===== src/rtl/tape_mem_arbiter.sv =====
// Shares one SDRAM command port between a buffered download write stream and cassette reads.
// Writes win by default; a pending read is forced through after STARVE_LIMIT consecutive writes.
module tape_mem_arbiter #(
  parameter int WFIFO_DEPTH  = 4,
  parameter int STARVE_LIMIT = 8,
  parameter int TIMEOUT      = 63
) (
  input  logic        clk,
  input  logic        reset_n,
  input  logic        dl_wr,
  input  logic [24:0] dl_addr,
  input  logic [7:0]  dl_data,
  input  logic        dl_active,
  input  logic        rd_req,
  input  logic [24:0] rd_addr,
  output logic        rd_ack,
  output logic [7:0]  rd_data,
  output logic [24:0] mem_addr,
  output logic [7:0]  mem_din,
  output logic        mem_we,
  output logic        mem_rd,
  input  logic [7:0]  mem_dout,
  input  logic        mem_ready,
  output logic        wfifo_ovf,
  output logic        mem_timeout
);
  // state    | meaning
  // IDLE     | arbitrate between FIFO head and pending read
  // WR_ISSUE | mem_we pulse from FIFO head, head popped
  // RD_ISSUE | mem_rd pulse with rd_addr
  // WAIT     | command outstanding until mem_ready or timeout
  typedef enum logic [1:0] {IDLE, WR_ISSUE, RD_ISSUE, WAIT} state_t;

  localparam int PW = $clog2(WFIFO_DEPTH);
  localparam int CW = PW + 1;
  localparam int SW = $clog2(STARVE_LIMIT + 1);
  localparam int TW = $clog2(TIMEOUT + 1);

  state_t        state_q, state_d;
  logic [32:0]   fifo_mem [WFIFO_DEPTH];
  logic [PW-1:0] wptr_q, wptr_d, rptr_q, rptr_d;
  logic [CW-1:0] cnt_q, cnt_d;
  logic [SW-1:0] starve_q, starve_d;
  logic [TW-1:0] tmo_q, tmo_d;
  logic [24:0]   addr_q, addr_d;
  logic [7:0]    din_q, din_d;
  logic [7:0]    rd_data_q, rd_data_d;
  logic          rd_ack_q, rd_ack_d;
  logic          ovf_q, ovf_d;
  logic          tmo_flag_q, tmo_flag_d;
  logic          is_rd_q, is_rd_d;
  logic          start_q;
  logic          fifo_full, fifo_empty, push, pop, tmo_hit;
  logic [32:0]   head;

  assign fifo_full  = (cnt_q == CW'(WFIFO_DEPTH));
  assign fifo_empty = (cnt_q == '0);
  assign pop        = (state_q == WR_ISSUE);
  // a pop in the same cycle frees the slot, so a full FIFO still accepts the push
  assign push       = dl_wr && (!fifo_full || pop);
  assign head       = fifo_mem[rptr_q];
  assign tmo_hit    = (tmo_q == TW'(TIMEOUT - 1));

  always_ff @(posedge clk) begin
    if (push) fifo_mem[wptr_q] <= {dl_addr, dl_data};
  end

  always_comb begin
    wptr_d = wptr_q;
    rptr_d = rptr_q;
    cnt_d  = cnt_q;
    ovf_d  = ovf_q | (dl_wr & fifo_full & ~pop);
    if (push) wptr_d = wptr_q + 1'b1;
    if (pop)  rptr_d = rptr_q + 1'b1;
    case ({push, pop})
      2'b10:   cnt_d = cnt_q + 1'b1;
      2'b01:   cnt_d = cnt_q - 1'b1;
      default: ;
    endcase
  end

  always_ff @(posedge clk or negedge reset_n) begin
    if (!reset_n) state_q <= IDLE;
    else          state_q <= state_d;
  end

  // start_q holds off arbitration for the first cycle after reset release
  always_comb begin
    state_d = state_q;
    case (state_q)
      IDLE: begin
        if (start_q) begin
          if (!fifo_empty && (!rd_req || dl_active || starve_q < SW'(STARVE_LIMIT)))
            state_d = WR_ISSUE;
          else if (rd_req && !dl_active)
            state_d = RD_ISSUE;
        end
      end
      WR_ISSUE, RD_ISSUE: state_d = WAIT;
      WAIT:               if (mem_ready || tmo_hit) state_d = IDLE;
      default:            state_d = IDLE;
    endcase
  end

  always_comb begin
    mem_we   = 1'b0;
    mem_rd   = 1'b0;
    mem_addr = addr_q;
    mem_din  = din_q;
    case (state_q)
      WR_ISSUE: begin
        mem_we   = 1'b1;
        mem_addr = head[32:8];
        mem_din  = head[7:0];
      end
      RD_ISSUE: begin
        mem_rd   = 1'b1;
        mem_addr = rd_addr;
      end
      default: ;
    endcase
  end

  always_comb begin
    addr_d     = mem_addr;
    din_d      = mem_din;
    starve_d   = starve_q;
    tmo_d      = '0;
    is_rd_d    = is_rd_q;
    rd_ack_d   = 1'b0;
    rd_data_d  = rd_data_q;
    tmo_flag_d = tmo_flag_q;
    case (state_q)
      IDLE: if (fifo_empty) starve_d = '0;
      WR_ISSUE: begin
        is_rd_d = 1'b0;
        if (starve_q < SW'(STARVE_LIMIT)) starve_d = starve_q + 1'b1;
      end
      RD_ISSUE: begin
        is_rd_d  = 1'b1;
        starve_d = '0;
      end
      WAIT: begin
        tmo_d = tmo_q + 1'b1;
        if (mem_ready) begin
          tmo_d = '0;
          if (is_rd_q) begin
            rd_ack_d  = 1'b1;
            rd_data_d = mem_dout;
          end
        end else if (tmo_hit) begin
          tmo_d      = '0;
          tmo_flag_d = 1'b1;
          if (is_rd_q) begin
            rd_ack_d  = 1'b1;
            rd_data_d = 8'hFF;
          end
        end
      end
      default: ;
    endcase
  end

  always_ff @(posedge clk or negedge reset_n) begin
    if (!reset_n) begin
      wptr_q     <= '0;
      rptr_q     <= '0;
      cnt_q      <= '0;
      ovf_q      <= 1'b0;
      starve_q   <= '0;
      tmo_q      <= '0;
      addr_q     <= '0;
      din_q      <= '0;
      is_rd_q    <= 1'b0;
      rd_ack_q   <= 1'b0;
      rd_data_q  <= '0;
      tmo_flag_q <= 1'b0;
      start_q    <= 1'b0;
    end else begin
      wptr_q     <= wptr_d;
      rptr_q     <= rptr_d;
      cnt_q      <= cnt_d;
      ovf_q      <= ovf_d;
      starve_q   <= starve_d;
      tmo_q      <= tmo_d;
      addr_q     <= addr_d;
      din_q      <= din_d;
      is_rd_q    <= is_rd_d;
      rd_ack_q   <= rd_ack_d;
      rd_data_q  <= rd_data_d;
      tmo_flag_q <= tmo_flag_d;
      start_q    <= 1'b1;
    end
  end

  assign rd_ack      = rd_ack_q;
  assign rd_data     = rd_data_q;
  assign wfifo_ovf   = ovf_q;
  assign mem_timeout = tmo_flag_q;

endmodule


===== config.mk =====
export PLATFORM = sky130hd
export DESIGN_NAME = tape_mem_arbiter
export DESIGN_NICKNAME = d
export VERILOG_FILES = /design/src/rtl/tape_mem_arbiter.sv
export SDC_FILE = /design/constraint.sdc
export NUM_CORES = 1
export LEC_CHECK = 0
export ABC_AREA = 1
export CORE_AREA = 2 2 155 157
export CTS_BUF_LIST = sky130_fd_sc_hd__clkbuf_2
export DETAILED_ROUTE_END_ITERATION = 7
export DIE_AREA = 0 0 157 159
export PLACE_DENSITY = 0.64
export REMOVE_ABC_BUFFERS = 1
export SYNTH_ARGS = -nofsm -noshare
export SYNTH_HDL_FRONTEND = slang
export SYNTH_SLANG_ARGS = --single-unit

===== constraint.sdc =====
create_clock -name clk -period 3.8 [get_ports clk]
set_input_delay 0.38 -clock clk [delete_from_list [all_inputs] [get_ports clk]]
set_output_delay 0.38 -clock clk [all_outputs]
set_load 0.02 [all_outputs]

==> impl_metrics.yaml, run 1 <==
setup_path:
  worst_ep_required_time_ps: 3420
  crit_path_max_fanout: 34
  startpoint_type: "register"
  end_kind: "output pin"
  path_class: "register to output pin"
  worst_ep_arrival_time_ps: 3100
global_route:
  grt_use_total_pct: 15.37
  grt_max_degree: 69
  grt_pass1_vias: 5323
  antenna_found_initial: 1
  grt-ovfl-total: 0
  grt_pass1_wl_mm: 29.39
cells_and_area:
  drive_gt1_share_pct: 9.080
  layoutNonFillerInstCount: 1156
  diodes: 0
  area_growth_pct: 22.35
  multiInputGateArea_sq_mm: 0.002221
  fillers: 2190
  nNetsFinal: 909
  seqCellArea_sq_mm: 0.005592
detailed_routing:
  antenna_left: 0
  totalWireLength_mm: 18.57
  vias_per_cell: 4.708
  vias: 5443
  firstDrtPassIters: 5
  drt_drc_violations_left: 0
  wl_per_cell_um: 16.07
  drtIter0Drc: 318
cts:
  tritoncts: "done"
  path_clk_slew_ps: 290
  numCtsBuffers: 17
  worstSkewPairLatency_ps: 780
  clock-sinks: 197
  clk_path_buf_depth: 2
  htreeDepth: 4
  cts-root-buf: "clkbuf_2"
  post-cts-setup-buffer-count: 0
yosys:
  postSynthAreaPerCell_sq_um: 11.41
  syn_area_sq_mm: 0.008065
  synth_top_area_cell: "edfxtp_1"
  yosysTopAreaCellShare_pct: 49.15
  synth_seq_area_share_pct: 69.31
  ys_types: 32
  synthTopCellsByArea: "edfxtp_1, dfrtp_1, nand2_1"
  synth-seq-cells: 197
  ys_warn_count: 0
  syn_inst: 707
sta:
  max_slew_margin_pct: 39.22
  min_period_over_period_pct: 91.70
  tightest_slew_ps: 911.7
  fin_worst_skew_ps: 42.48
  setup_viol: 0
  rsz0062_at_grt: "false"
  fmax_mhz: 287.0
  fin_crit_ps: 3485
  hold_viol_final: 0
  fin_tns_setup_ps: 0
  drv_slew: 0
flow_run:
  cap_violations: 0
die:
  die_w_um: 157
  num_io_pins: 118
  dieHeight_um: 159
  start_util_pct: 34.78
  die-area_sq_mm: 0.02496
  core_sq_mm: 0.02319
  row_count: 56
power:
  power.density_mw_per_mm2: 787.7
  leakagePower_nw: 3.848
  ir_worst_vdd_v: 0.0004697
status:
  status: "completed"
place:
  numPlacedInstances: 1123
  io_buffers: 117
  place_hpwl_mm: 11.92
  routabilityCongestion: 0.7272
hold_path:
  hp-class: "primary input to register"
==> logic make-up after synthesis <==
family                     Yosys count  share of synthesized area (%)
AOI/OAI and AO/OA                   47                          3.832
xor gates and xnor gates             6                         0.6516
other                                1                        0.04650
and+or+nand+nor                    382                          20.37
buffers and inverters               61                          3.677
DFF                                197                          69.31
adders and majority gates           13                          2.110
==> critical path, stage by stage, from the launching register on <==
cell	delay (ps)
dfrtp_2	480
inv_2	450
buf_4	340
o21ai_0	100
o22ai_1	150
nand2_1	70
nand2_1	110
clkdlybuf4s50_1	620
==> layout by cell type, fill, tap and decap left out, types with 8 or more instances in the layout <==
master	instances
edfxtp_1	132
inv_1	21
clkdlybuf4s50_1	116
buf_4	14
nand2_1	196
o22ai_1	8
nand3_1	140
clkbuf_2	18
o21ai_2	8
o21ai_0	22
ha_1	11
dfrtp_1	64
nor2_1	32
==> stage by stage <==
stage	hold WS, ps	power, mW	worst slack (ps)	utilization [%]	cell area [sq um]
global route	77.64	8.326	7.676	42.55	9868
finish	155.9	7.774	315.4	42.55	9868
floorplan	84.41	5.145	426.5	-	7866
CTS	51.00	7.863	24.14	42.51	9858
global placement	454.0	6.767	719.5	41.41	9603
detailed placement	461.5	6.825	613.9	41.41	9603
==> report_power, final <==
part           switching [mW]  leakage (nW)  internal (mW)
Clock                   0.757         0.142          0.263
Sequential              0.167          2.04           2.86
Combinational            2.36          1.67           1.37
==> registers in the layout (all words and copies together), names as in the netlist <==
signal and count:
cnt_q 3, is_rd_q 1, mem_timeout 1, rd_ack 1, rptr_q 2, start_q 1
din_q 8, wfifo_ovf 1, wptr_q 2, tmo_q 6, addr_q 25, fifo_mem 132
state_q 2, rd_data 8, starve_q 4
==> per-layer routing <==
metal	track usage (%)	wire (um)	vias up
li1	-	-	2657
met5	0	10	-
met2	25.28	8883	141
met3	3.647	1070	13
met1	20.39	8436	2630
met4	4.128	172	2
==> final timing paths <==
check | to | slack (ps) | from | cells after the start
setup / recovery | mem_din[4] | 320 | rptr_q[0] | 7
hold / removal | addr_q[20] | 160 | rd_addr[20] | 3
setup reg to reg | fifo_mem[0][30] | 1030 | state_q[1] | 7
hold reg to reg | tmo_q[0] | 500 | tmo_q[0] | 1
max in group asynchronous | rptr_q[0] | 2940 | reset_n | 2
min in group asynchronous | addr_q[8] | 240 | reset_n | 2
==> cell type report <==
type                            count  share of cell area, %
Inverter                           26                  1.027
Multi-Input combinational cell    449                  22.51
Tap cell                          319                  4.045
Clock inverter                     14                  1.509
Sequential cell                   197                  56.66
Clock buffer                       18                 0.9129
Timing Repair Buffer              133                  13.34
==> synthesized netlist by cell type <==
library cell,instances
o21ai_2,8
inv_1,21
o21ai_0,22
nor2_2,1
buf_2,15
conb_1,1
o21bai_4,2
a21oi_1,5
and3_1,1
o22ai_1,8
a31o_2,1
buf_4,7
or2_2,2
ha_1,12
clkbuf_1,9
nand2_2,2
nor2_1,36
dfrtp_1,65
fa_1,1
nand3_1,140
nor2_4,1
xnor2_1,1
nand4_1,2
edfxtp_1,132
xor2_1,5
buf_1,1
nand3_2,1
o21bai_1,1
inv_2,4
nand2_1,196
clkinv_1,1
buf_6,3
==> timing repair <==
item / CTS / global route
hold endpoints to repair: 65 / 0
setup endpoints to repair: 25 / 23
pin swaps: 0 / 0
resized for setup: 3 / 1
hold buffers: 1 / 0
(Power assumes the default switching activity.)
==> run 2, diff against run 1 <==
Settings changed: SLEW_MARGIN set to 20.
==> results of run 2 <==
Same layout as run 1: the final DEF is identical, and so are final timing and power.
